[src/rtl/serial_add_ctrl_pkg.sv]
// serial_add_ctrl shared types.
// FSM encoding and counter-width helper.
package serial_add_ctrl_pkg;

  typedef enum logic {
    IDLE = 1'b0,
    RUN  = 1'b1
  } state_e;

  function automatic int cnt_w(input int w);
    return (w <= 1) ? 1 : $clog2(w);
  endfunction

endpackage

[src/rtl/serial_add_ctrl_if.sv]
// serial_add_ctrl request/result bundle.
// master drives operands, slave returns the sum.
interface serial_add_ctrl_if #(
  parameter int WIDTH = 8
);

  logic             start;
  logic [WIDTH-1:0] a;
  logic [WIDTH-1:0] b;
  logic             cin;
  logic             busy;
  logic             done;
  logic [WIDTH-1:0] sum;
  logic             cout;

  modport master (
    output start, a, b, cin,
    input  busy, done, sum, cout
  );

  modport slave (
    input  start, a, b, cin,
    output busy, done, sum, cout
  );

endinterface

[src/rtl/serial_add_ctrl_fa.sv]
// Shared 1-bit full-adder datapath cell.
// Purely combinational.
module full_adder (
  input  logic A,
  input  logic B,
  input  logic Cin,
  output logic S,
  output logic Cout
);

  assign S    = A ^ B ^ Cin;
  assign Cout = (A & B) | (Cin & (A ^ B));

endmodule

[src/rtl/serial_add_ctrl.sv]
// Bit-serial adder: one full-adder cell stepped
// over WIDTH cycles, LSB first, carry in a flop.
module serial_add_ctrl
  import serial_add_ctrl_pkg::*;
#(
  parameter int WIDTH = 8
) (
  input  logic               clk,
  input  logic               rst,
  serial_add_ctrl_if.slave   bus
);

  localparam int CNT_W = cnt_w(WIDTH);

  state_e           state_q, state_d;
  logic [CNT_W-1:0] cnt_q, cnt_d;
  logic             carry_q, carry_d;
  logic [WIDTH-1:0] a_sr_q, a_sr_d;
  logic [WIDTH-1:0] b_sr_q, b_sr_d;
  logic [WIDTH-1:0] s_sr_q, s_sr_d;
  logic [WIDTH-1:0] sum_q, sum_d;
  logic             cout_q, cout_d;
  logic             done_q, done_d;

  logic             fa_s;
  logic             fa_co;
  logic [WIDTH-1:0] s_shift;

  full_adder fa (
    .A    (a_sr_q[0]),
    .B    (b_sr_q[0]),
    .Cin  (carry_q),
    .S    (fa_s),
    .Cout (fa_co)
  );

  // New sum bit enters at the MSB; works for WIDTH=1
  always_comb begin
    s_shift          = s_sr_q >> 1;
    s_shift[WIDTH-1] = fa_s;
  end

  always_comb begin
    state_d = state_q;
    cnt_d   = cnt_q;
    carry_d = carry_q;
    a_sr_d  = a_sr_q;
    b_sr_d  = b_sr_q;
    s_sr_d  = s_sr_q;
    sum_d   = sum_q;
    cout_d  = cout_q;
    done_d  = 1'b0;
    unique case (state_q)
      IDLE: begin
        if (bus.start) begin
          a_sr_d  = bus.a;
          b_sr_d  = bus.b;
          carry_d = bus.cin;
          cnt_d   = '0;
          state_d = RUN;
        end
      end
      RUN: begin
        carry_d = fa_co;
        s_sr_d  = s_shift;
        a_sr_d  = a_sr_q >> 1;
        b_sr_d  = b_sr_q >> 1;
        cnt_d   = cnt_q + CNT_W'(1);
        if (cnt_q == CNT_W'(WIDTH - 1)) begin
          sum_d   = s_shift;
          cout_d  = fa_co;
          done_d  = 1'b1;
          state_d = IDLE;
        end
      end
      default: state_d = IDLE;
    endcase
  end

  always_ff @(posedge clk) begin
    if (rst) begin
      state_q <= IDLE;
      cnt_q   <= '0;
      carry_q <= 1'b0;
      a_sr_q  <= '0;
      b_sr_q  <= '0;
      s_sr_q  <= '0;
      sum_q   <= '0;
      cout_q  <= 1'b0;
      done_q  <= 1'b0;
    end else begin
      state_q <= state_d;
      cnt_q   <= cnt_d;
      carry_q <= carry_d;
      a_sr_q  <= a_sr_d;
      b_sr_q  <= b_sr_d;
      s_sr_q  <= s_sr_d;
      sum_q   <= sum_d;
      cout_q  <= cout_d;
      done_q  <= done_d;
    end
  end

  assign bus.busy = (state_q == RUN);
  assign bus.done = done_q;
  assign bus.sum  = sum_q;
  assign bus.cout = cout_q;

endmodule

[src/flat_wrapper.sv]
// flat-port wrapper written by rule: the top's interface ports become plain ports
module serial_add_ctrl_flat import serial_add_ctrl_pkg::*;
#(
  parameter int WIDTH = 8
)
  (clk, rst, bus_start, bus_a, bus_b, bus_cin, bus_busy, bus_done, bus_sum, bus_cout);
  serial_add_ctrl_if #(.WIDTH(WIDTH)) bus_i ();
  input  logic clk;
  input  logic rst;
  input wire logic [$bits(bus_i.start)-1:0] bus_start;
  input wire logic [$bits(bus_i.a)-1:0] bus_a;
  input wire logic [$bits(bus_i.b)-1:0] bus_b;
  input wire logic [$bits(bus_i.cin)-1:0] bus_cin;
  output wire logic [$bits(bus_i.busy)-1:0] bus_busy;
  output wire logic [$bits(bus_i.done)-1:0] bus_done;
  output wire logic [$bits(bus_i.sum)-1:0] bus_sum;
  output wire logic [$bits(bus_i.cout)-1:0] bus_cout;
  assign bus_i.start = bus_start;
  assign bus_i.a = bus_a;
  assign bus_i.b = bus_b;
  assign bus_i.cin = bus_cin;
  assign bus_busy = bus_i.busy;
  assign bus_done = bus_i.done;
  assign bus_sum = bus_i.sum;
  assign bus_cout = bus_i.cout;
  serial_add_ctrl #(.WIDTH(WIDTH)) u_core (.clk(clk), .rst(rst), .bus(bus_i));
endmodule
[config.mk]
export PLATFORM = sky130hd
export DESIGN_NAME = serial_add_ctrl_flat
export DESIGN_NICKNAME = d
export VERILOG_FILES = /design/src/rtl/serial_add_ctrl_pkg.sv /design/src/rtl/serial_add_ctrl_if.sv /design/src/rtl/serial_add_ctrl_fa.sv /design/src/rtl/serial_add_ctrl.sv /design/src/flat_wrapper.sv
export SDC_FILE = /design/constraint.sdc
export NUM_CORES = 1
export LEC_CHECK = 0
export ABC_AREA = 1
export CORE_MARGIN = 2
export CORE_UTILIZATION = 45
export CTS_CLUSTER_DIAMETER = 30
export DETAILED_ROUTE_END_ITERATION = 10
export PLACE_DENSITY = 0.8
export SLEW_MARGIN = 10
export SYNTH_ARGS = -nofsm -noshare
export SYNTH_HDL_FRONTEND = slang
export SYNTH_SLANG_ARGS = --single-unit
export TNS_END_PERCENT = 50
[constraint.sdc]
create_clock -name clk -period 2.9 [get_ports clk]
set_input_delay 0.87 -clock clk [delete_from_list [all_inputs] [get_ports clk]]
set_output_delay 0.87 -clock clk [all_outputs]
set_load 0.02 [all_outputs]
### Word level (Yosys, flattened, before mapping)

Index checks and enable logic that the tools add are counted.

| storage, ports and cells | value |
|---|---|
| flip-flop bits (word level) | 39 |
| input port bits | 20 |
| output and inout bits | 11 |
| word-level logic and storage cells | 32 |

| operators by class | value |
|---|---|
| add/sub/neg operators | 1 |
| eq/ne operators | 2 |
| mux-type cells | 12 |
| bitwise logic cells | 6 |
| reductions and logical operators | 2 |

Operator list:

| cell | count |
|---|---|
| $pmux W8 S2 | 2 |
| $mux W8 | 2 |
| $pmux W3 S2 | 1 |
| $mux W1 | 4 |
| $pmux W1 S2 | 2 |
| $add A3 B1 Y3 const B | 1 |
| $eq A3 B3 Y1 const B | 1 |
| $mux W3 | 1 |
| $and A1 B1 Y1 | 2 |
| $ne A2 B2 Y1 const B | 1 |
| $reduce_and A2 Y1 | 1 |
| $reduce_or A2 Y1 | 1 |
| $xor A1 B1 Y1 | 2 |
| $not A1 Y1 | 1 |
| $or A1 B1 Y1 | 1 |

### Depth between registers and ports, before layout

Gate-level depths: netlist (run 1).

| depth | value |
|---|---|
| depth in word-level cells | 4 |
| gate-level depth with buffers | 7 |
| mapped depth without buffers | 6 |

### Modules after synthesis

From an unflattened synthesis (run 1), not the netlist that was laid out.

| second synthesis, totals | value |
|---|---|
| cells, all modules | 216 |
| area total of the unflattened synthesis | 1581.5 sq um |

Modules (own cells, without submodules):

| module | instances | cells each | area an instance (sq um) | seq. area each (sq um) |
|---|---|---|---|---|
| serial_add_ctrl | 1 | 215 | 1561.5 | 760.7 |
| full_adder | 1 | 1 | 20.0 | 0.0 |

### Worst setup path before layout (run 1)

OpenSTA, ideal clock, no wires.

| path | value |
|---|---|
| kind | input port to flip-flop |
| start point | input port bus_start |
| end point | register u_core.a_sr_q[2] |
| setup time | 110 ps |
| data arrival time | 1391 ps |
| data required time | 2790 ps |
| slack | 1399 ps |
| stages on the path | 6 |
| buffers on the path | 2 |
| cell sequence | buf_4 > buf_4 > nand3_1 > nand3_1 > nand2_1 > inv_1 |

| on the way | value |
|---|---|
| word-level cells in the longest chain between the ends | 1 |

RTL lines:

| what | RTL line | source |
|---|---|---|
| from (decl) | flat_wrapper.sv:10 | `input wire logic [$bits(bus_i.start)-1:0] bus_start;` |
| $ne A2 B2 Y1 (no line) | - |  |
| to (signal assigned) | serial_add_ctrl.sv:95 | `a_sr_q <= a_sr_d;` |
| to (decl) | serial_add_ctrl.sv:18 | `logic [WIDTH-1:0] a_sr_q, a_sr_d;` |

Every way passes these cells.
A chain may end at the register's enable or synchronous reset.

### Worst setup path after layout (run 1)

| path | value |
|---|---|
| start point | register u_core.sum_q[7] (netlist: u_core.bus.sum[7]) |
| end point | output port bus_sum[7] |

RTL lines:

| what | RTL line | source |
|---|---|---|
| from (decl) | serial_add_ctrl.sv:21 | `logic [WIDTH-1:0] sum_q, sum_d;` |
| from (signal assigned) | serial_add_ctrl.sv:98 | `sum_q <= sum_d;` |
| to (decl) | flat_wrapper.sv:16 | `output wire logic [$bits(bus_i.sum)-1:0] bus_sum;` |

No word-level cell between the ends.

==> results of run 1 <==
final timing paths:
kind         slack (ps)               from                end
min reg2reg         450   u_core.s_sr_q[1]  u_core.bus.sum[0]
min                 450   u_core.s_sr_q[1]  u_core.bus.sum[0]
max reg2reg        1560    u_core.bus.busy   u_core.b_sr_q[6]
max                 700  u_core.bus.sum[7]         bus_sum[7]
layout make-up:
type,count,area [µm²]
fill,342,1420
sequential,38,761
multi-input combinational,139,646
timing repair buffer,33,323
inverter,23,88.8
tap,46,57.6
clock buffer,6,51.3
clock inverter,2,12.5
cell usage after synthesis:
cell,instances
nor2_1,10
inv_2,1
nor2_4,1
inv_1,21
ha_1,2
nand2_1,64
buf_4,2
inv_4,1
buf_2,4
nand2_2,1
o21ai_0,11
fa_1,1
a21oi_1,9
dfxtp_1,38
buf_6,5
nand3_2,1
clkbuf_1,1
nand3_1,39
sequential cells by signal, indices dropped and copies added, names as in the netlist:
register         cells
u_core.carry_q       1
u_core.s_sr_q        7
u_core.bus.sum       8
u_core.bus.cout      1
u_core.a_sr_q        8
u_core.cnt_q         3
u_core.bus.done      1
u_core.bus.busy      1
u_core.b_sr_q        8
where the power goes:
part	total, mW	internal [mW]	switching, mW
Sequential	0.559	0.546	0.0131
Clock	0.292	0.117	0.175
Combinational	0.115	0.0522	0.0627
Total	0.965	0.714	0.251
logic make-up after synthesis:
kind of cell | after synthesis
AO/OA/AOI/OAI | 20
flip-flops | 38
adder cells (fa/ha/maj) | 3
AND/OR/NAND/NOR | 116
buffers and inverters | 35
metal layers:
layer | global-route usage, % | up-vias | wire (µm) | part of all wire (%)
met4 | 7.34 | 0 | 32 | 1.1
met2 | 26.4 | 27 | 1360 | 45
met5 | 0 | - | 0 | 0
li1 | - | 725 | - | -
met3 | 5.54 | 3 | 109 | 3.6
met1 | 21.7 | 598 | 1510 | 50
through the flow:
step | cells | power [mW] | setup WS, ps | utilization, %
floorplan | 212 | 0.650 | 1400 | -
global placement | 279 | 0.683 | 660 | 55.8
detailed placement | 279 | 0.686 | 650 | 55.8
CTS | 287 | 0.973 | 681 | 57.7
global route | 287 | 1.03 | 621 | 57.7
finish | 287 | 0.965 | 698 | 57.7
==> results.sh, run 1 <==
export IMPL_synth_top_family_by_area="simple AND/OR/NAND/NOR gates"
export IMPL_ir_drop_v=0.000249
export IMPL_mostFrequentLayoutCell="nand2_1"
export IMPL_grt_pass1_vias=1238
export IMPL_hold_path_class="reg -> reg"
export IMPL_arrival_ps=1330
export IMPL_cp_slowest_cell="clkdlybuf4s50_1"
export IMPL_grt_max_degree=34
export IMPL_synthMuxAreaShare_pct=0
export IMPL_die_area_um2=4030
export IMPL_cts_tree="built"
export IMPL_htree_levels=2
export IMPL_worst_path_stages=1
export IMPL_finClkSkew_ps=8.84
export IMPL_grt_pass1_wl_mm=5.38
export IMPL_final_cell_mix="nand2_1, nand3_1, dfxtp_1"
export IMPL_slowest_delay_ps=620
export IMPL_dieWidth_um=63.4
export IMPL_routed_wirelength_mm=3.01
export IMPL_holdPathStages=2
export IMPL_drc=0
export IMPL_yosys_area_top_type="dfxtp_1"
export IMPL_synthXorXnorAreaFrac_pct=0
export IMPL_insertedDiodeCount=0
export IMPL_synth_nets=235
export IMPL_crit_family="buffers and inverters"
export IMPL_antenna_found_initial=0
export IMPL_ys_ff_latch=38
export IMPL_reg2regPathDepth=6
export IMPL_netlist_instances=212
export IMPL_first_iter_violations=91
export IMPL_clock_sinks=38
export IMPL_syn2layout_area_growth_pct=22.0
export IMPL_die_height_um=63.4
export IMPL_gr_total_overflow=0
export IMPL_netlist_area_leader_share_pct=47.8
export IMPL_cp_max_fo=2
export IMPL_clk_pin_slew_ps=120
export IMPL_whs_ps=445
export IMPL_power_density_nw_per_um2=498
export IMPL_rows=21
export IMPL_clock_latency_ps=350
export IMPL_max_freq_ghz=0.454
export IMPL_wl_per_cell_um=10.5
export IMPL_ys_types=18
export IMPL_setup_violations=0
export IMPL_initial_utilization_pct=47.3
export IMPL_synthSimpleGateAreaFrac_pct=31.5
export IMPL_period_share_pct=75.9
export IMPL_place_area_um2=1880
export IMPL_cts_setup_buffers=0
export IMPL_place_gp_congestion=0.750
export IMPL_nets=263
export IMPL_required_ps=2030
export IMPL_power_leakage_nw=0.915
export IMPL_cts_buffers=5
export IMPL_maxCapViolCount=0
export IMPL_synthAdderAreaFrac_pct=2.83
export IMPL_core_um2=3360
export IMPL_synth_compound_area_share_pct=6.29
export IMPL_grt_setup_unrepaired="no"
export IMPL_netlist_top_cells_area="dfxtp_1, nand2_1, nand3_1"
export IMPL_clockBufferDepth=2
export IMPL_maxSlewViolCount=0
export IMPL_firstDrtPassIters=4
export IMPL_grt_usage_pct=17.1
export IMPL_port_buffers=30
export IMPL_ys_warnings_count=0
export IMPL_hold_viol=0
export IMPL_hpwl_mm=2.08
export IMPL_fin_tns_setup_ps=0
export IMPL_fin_crit_ps=2200
export IMPL_fin_area_um2=1940
export IMPL_outcome="finished, final reports clean"
export IMPL_crit_type="reg -> out"
export IMPL_slew_headroom_pct=69.5
export IMPL_drive_gt1_share_pct=6.64
export IMPL_io_pins=31
export IMPL_root_buffer="clkbuf_4"
export IMPL_cts_repair_resized=0
export IMPL_syn_area_um2=1590
export IMPL_path_cells="clkdlybuf4s50_1"
export IMPL_hold_buffers=0
export IMPL_seq_area_frac_synth_pct=47.8
export IMPL_ant_nets=0
export IMPL_synth_avg_cell_area_um2=7.50
export IMPL_via_per_inst=4.71
export IMPL_worst_slew_pin_slew_ps=456
export IMPL_startpoint_type="flop"
export IMPL_cp_end_kind="output pin"
export IMPL_vias=1353
export IMPL_crit_buf_inv=1
Note: power is estimated with default switching activity, not from simulation.
==> run 2, diff against run 1 <==
==> constraint.sdc (replaced) <==
create_clock -name clk -period 2.1 [get_ports clk]
set_input_delay 0.63 -clock clk [delete_from_list [all_inputs] [get_ports clk]]
set_output_delay 0.63 -clock clk [all_outputs]
set_load 0.02 [all_outputs]
==> results.sh, run 2 (synthesis results as in run 1) <==
export IMPL_outcome="finished, final reports clean"
export IMPL_hpwl_mm=2.18
export IMPL_max_freq_ghz=0.513
export IMPL_startpoint_type="flop"
export IMPL_arrival_ps=1320
export IMPL_clock_latency_ps=340
export IMPL_maxSlewViolCount=0
export IMPL_core_um2=3360
export IMPL_clockBufferDepth=2
export IMPL_die_height_um=63.4
export IMPL_rows=21
export IMPL_crit_family="buffers and inverters"
export IMPL_insertedDiodeCount=0
export IMPL_path_cells="clkdlybuf4s50_1"
export IMPL_clk_pin_slew_ps=110
export IMPL_firstDrtPassIters=4
export IMPL_routed_wirelength_mm=3.12
export IMPL_cts_setup_buffers=0
export IMPL_setup_slack_ps=149
export IMPL_nFillCells=336
export IMPL_htree_levels=2
export IMPL_io_pins=31
export IMPL_fin_tns_setup_ps=0
export IMPL_seq_area_um2=761
export IMPL_port_buffers=30
export IMPL_crit_type="reg -> out"
export IMPL_nets=264
export IMPL_cts_tree="built"
export IMPL_place_ws_ps=207
export IMPL_grt_max_degree=34
export IMPL_antenna_found_initial=0
export IMPL_fin_area_um2=1980
export IMPL_place_area_um2=1900
export IMPL_numPlacedInstances=280
export IMPL_period_share_pct=92.9
export IMPL_mostFrequentLayoutCell="nand2_1"
export IMPL_die_area_um2=4030
export IMPL_required_ps=1470
export IMPL_grt_usage_pct=17.6
export IMPL_slew_headroom_pct=68.3
export IMPL_final_cell_mix="nand2_1, nand3_1, dfxtp_1"
export IMPL_cp_slowest_cell="clkdlybuf4s50_1"
export IMPL_cts_repair_resized=0
export IMPL_hold_viol=0
export IMPL_place_gp_congestion=0.746
export IMPL_drive_gt1_share_pct=6.64
export IMPL_worst_slew_pin_slew_ps=475
export IMPL_hold_buffers=0
export IMPL_cts_buffers=5
export IMPL_cp_max_fo=2
export IMPL_ir_drop_v=0.000566
export IMPL_multi_input_area_um2=646
export IMPL_first_iter_violations=118
export IMPL_cp_end_kind="output pin"
export IMPL_grt_pass1_vias=1249
export IMPL_slowest_delay_ps=610
export IMPL_grt_pass1_wl_mm=5.53
export IMPL_setup_violations=0
export IMPL_crit_buf_inv=1
export IMPL_via_per_inst=4.83
export IMPL_power_leakage_nw=0.934
export IMPL_vias=1387
export IMPL_finClkSkew_ps=17.7
export IMPL_wl_per_cell_um=10.9
export IMPL_dieWidth_um=63.4
export IMPL_root_buffer="clkbuf_4"
export IMPL_hold_path_class="reg -> reg"
export IMPL_ant_nets=0
export IMPL_initial_utilization_pct=47.3
export IMPL_r2r_slack_ps=740
export IMPL_grt_setup_unrepaired="no"
export IMPL_clock_sinks=38
export IMPL_syn2layout_area_growth_pct=24.3
export IMPL_gr_total_overflow=0
export IMPL_fin_cells=287
export IMPL_drc=0
export IMPL_power_density_nw_per_um2=730
export IMPL_maxCapViolCount=0
export IMPL_fin_crit_ps=1950
==> run 2: area by class of cell <==
type | count | share of cell area (%)
Sequential cell | 38 | 38.5
Clock buffer | 6 | 2.59
Timing Repair Buffer | 34 | 17.3
Clock inverter | 1 | 1.52
Multi-Input combinational cell | 139 | 32.7
Tap cell | 46 | 2.91
Inverter | 23 | 4.49
==> run 2: layer usage <==
metal	up-vias	share of wire (%)	GRT usage, %
li1	725	-	-
met5	-	0	0
met2	28	46	27.0
met4	0	1.7	7.34
met3	5	3.2	4.82
met1	629	49	23.3
==> run 2: stage by stage <==
step	util, %	hold WS, ps	total power, mW
after global placement	56.4	423	0.949
after detailed placement	56.4	430	0.953
after global routing	58.8	491	1.52
after CTS	58.8	455	1.45
final	58.8	452	1.44
after floorplan	-	413	0.897
==> run 2: report_power, final <==
group          total [mW]  leakage, nW  internal, mW  switching (mW)
Sequential          0.771        0.311         0.753          0.0181
Clock               0.508       0.0443         0.277           0.231
Combinational       0.164        0.580        0.0759          0.0882
==> run 2: final timing paths <==
| path | to | from | cells after the start |
|---|---|---|---|
| worst max-delay path | bus_sum[7] | u_core.bus.sum[7] | 1 |
| worst min-delay path | u_core.bus.sum[0] | u_core.s_sr_q[1] | 2 |
| worst max register to register | u_core.a_sr_q[2] | u_core.bus.busy | 6 |
| worst min register to register | u_core.bus.sum[0] | u_core.s_sr_q[1] | 2 |
==> run 3, diff against run 2 <==
--- a/config.mk
+++ b/config.mk
@@ -5,7 +5,6 @@
 export SDC_FILE = /design/constraint.sdc
 export NUM_CORES = 1
 export LEC_CHECK = 0
-export ABC_AREA = 1
 export CORE_MARGIN = 2
 export CORE_UTILIZATION = 45
 export CTS_CLUSTER_DIAMETER = 30
==> constraint.sdc (replaced) <==
create_clock -name clk -period 2.1 [get_ports clk]
set_input_delay 0.63 -clock clk [delete_from_list [all_inputs] [get_ports clk]]
set_output_delay 0.63 -clock clk [all_outputs]
set_load 0.05 [all_outputs]
==> results.sh, run 3 <==
export IMPL_outcome="finished, final reports clean"
export IMPL_finClkSkew_ps=8.04
export IMPL_crit_family="buffers and inverters"
export IMPL_slowest_delay_ps=530
export IMPL_ir_drop_v=0.000489
export IMPL_worst_path_stages=1
export IMPL_clk_pin_slew_ps=110
export IMPL_nets=209
export IMPL_period_share_pct=88.4
export IMPL_path_cells="dlygate4sd2_1"
export IMPL_crit_type="reg -> out"
export IMPL_routed_wirelength_mm=3.05
export IMPL_r2r_slack_ps=620
export IMPL_io_pins=31
export IMPL_cp_end_kind="output pin"
export IMPL_die_area_um2=4130
export IMPL_ant_nets=0
export IMPL_grt_usage_pct=16.7
export IMPL_drc=0
export IMPL_maxCapViolCount=0
export IMPL_worst_slew_pin_slew_ps=631
export IMPL_ys_ff_latch=38
export IMPL_synth_nets=182
export IMPL_yosys_area_top_type="dfxtp_1"
export IMPL_crit_buf_inv=1
export IMPL_timing_rr_start="u_core.cnt_q[0]"
export IMPL_hold_path_end="u_core.bus.sum[0]"
export IMPL_synthTopCellsByCount="dfxtp_1, mux2i_1, a211oi_1"
export IMPL_rows=21
export IMPL_wl_per_cell_um=13.1
export IMPL_netlist_top_cells_area="dfxtp_1, mux2i_1, a211oi_1"
export IMPL_hold_buffers=0
export IMPL_clock_latency_ps=360
export IMPL_setup_violations=0
export IMPL_insertedDiodeCount=0
export IMPL_place_ws_ps=288
export IMPL_power_leakage_nw=0.832
export IMPL_postLayoutCoreUtil_pct=59.1
export IMPL_via_per_inst=5.26
export IMPL_place_gp_congestion=0.747
export IMPL_whs_ps=500
export IMPL_required_ps=1470
export IMPL_mostFrequentLayoutCell="dfxtp_1"
export IMPL_cts_tree="built"
export IMPL_synth_avg_cell_area_um2=10.3
export IMPL_syn2layout_area_growth_pct=23.4
export IMPL_die_height_um=64.3
export IMPL_vias=1225
export IMPL_hpwl_mm=2.05
export IMPL_cts_buffers=5
export IMPL_first_iter_violations=38
export IMPL_hold_viol=0
export IMPL_gr_total_overflow=0
export IMPL_r2r_end="u_core.bus.sum[5]"
export IMPL_root_buffer="clkbuf_4"
export IMPL_clock_sinks=38
export IMPL_cp_slowest_cell="dlygate4sd2_1"
export IMPL_firstDrtPassIters=4
export IMPL_synth_edf_count=0
export IMPL_drive_gt1_share_pct=15.5
export IMPL_maxSlewViolCount=0
export IMPL_max_freq_ghz=0.539
export IMPL_holdPathStages=2
export IMPL_setup_slack_ps=243
export IMPL_grt_pass1_vias=1143
export IMPL_port_buffers=30
export IMPL_final_cell_mix="dfxtp_1, mux2i_1, clkdlybuf4s50_1"
export IMPL_synth_ff_type="dfxtp_1"
export IMPL_synthArstFlopShare_pct=0
export IMPL_clockBufferDepth=2
export IMPL_hold_path_class="reg -> reg"
export IMPL_arrival_ps=1230
export IMPL_netlist_area_leader_share_pct=46.5
export IMPL_grt_setup_unrepaired="no"
export IMPL_grt_max_degree=53
export IMPL_ys_warnings_count=0
export IMPL_reg2regPathDepth=4
export IMPL_antenna_found_initial=0
export IMPL_ys_types=20
export IMPL_seq_area_frac_synth_pct=46.5
export IMPL_fin_tns_setup_ps=0
export IMPL_hold_path_startpoint="u_core.s_sr_q[1]"
export IMPL_fin_crit_ps=1860
export IMPL_core_um2=3420
export IMPL_initial_utilization_pct=47.9
export IMPL_dieWidth_um=64.3
export IMPL_slew_headroom_pct=57.9
export IMPL_cp_max_fo=2
export IMPL_htree_levels=2
export IMPL_grt_pass1_wl_mm=5.29
export IMPL_yosysMostFrequentCell="dfxtp_1"
export IMPL_power_density_nw_per_um2=706
export IMPL_nFillCells=299
export IMPL_netlist_instances=159
export IMPL_startpoint_type="flop"
export IMPL_syn_area_um2=1640
-- run 3: kinds of logic after synthesis --
group           Yosys count  synth area share, %
simple gates             42                 13.8
flops                    38                 46.5
compound gates           37                 16.5
mux                      24                 14.7
buf+inv                  15                 5.66
fa+ha+maj                 3                 2.75
-- run 3: through the flow --
stage	area, µm²	cells	total power, mW
after detailed placement	1950	225	0.971
after floorplan	1640	159	0.907
after global routing	2020	233	1.49
after CTS	2020	233	1.43
final	2020	233	1.42
after global placement	1950	225	0.963
-- run 3: power by group --
group | internal (mW) | switching (mW)
registers | 0.754 | 0.0209
clock network | 0.229 | 0.241
logic | 0.0950 | 0.0846
-- run 3: final cells by class --
class	instances	area, µm²	share of cell area (%)
clock buffers	8	78.8	3.91
well taps	46	57.6	2.85
repair buffers	34	334	16.6
multi-input cells	106	782	38.7
inverters	1	3.75	0.186
flip-flops and latches	38	762	37.8
-- run 3: how the worst max path moves through the flow --
stage | from | to | slack, ps
after floorplan | u_core.bus.busy | u_core.s_sr_q[3] | 710
after global placement | bus_start | u_core.cnt_q[1] | 310
after detailed placement | bus_start | u_core.cnt_q[2] | 290
after CTS | u_core.bus.sum[2] | bus_sum[2] | 230
after global routing | u_core.bus.sum[2] | bus_sum[2] | 180
final | u_core.bus.sum[2] | bus_sum[2] | 240
-- run 3: routing by layer --
metal	part of all wire [%]	vias up	global-route usage [%]
li1	-	621	-
met1	45	574	21.0
met2	48	22	25.3
met3	4.8	8	4.75
met4	2.2	0	10.4
met5	0	-	0
-- run 3: repair_timing --
action / CTS / global route
resized for setup: 5 / 0
endpoints found under the setup margin: 5 / 0
setup buffers: 0 / 0
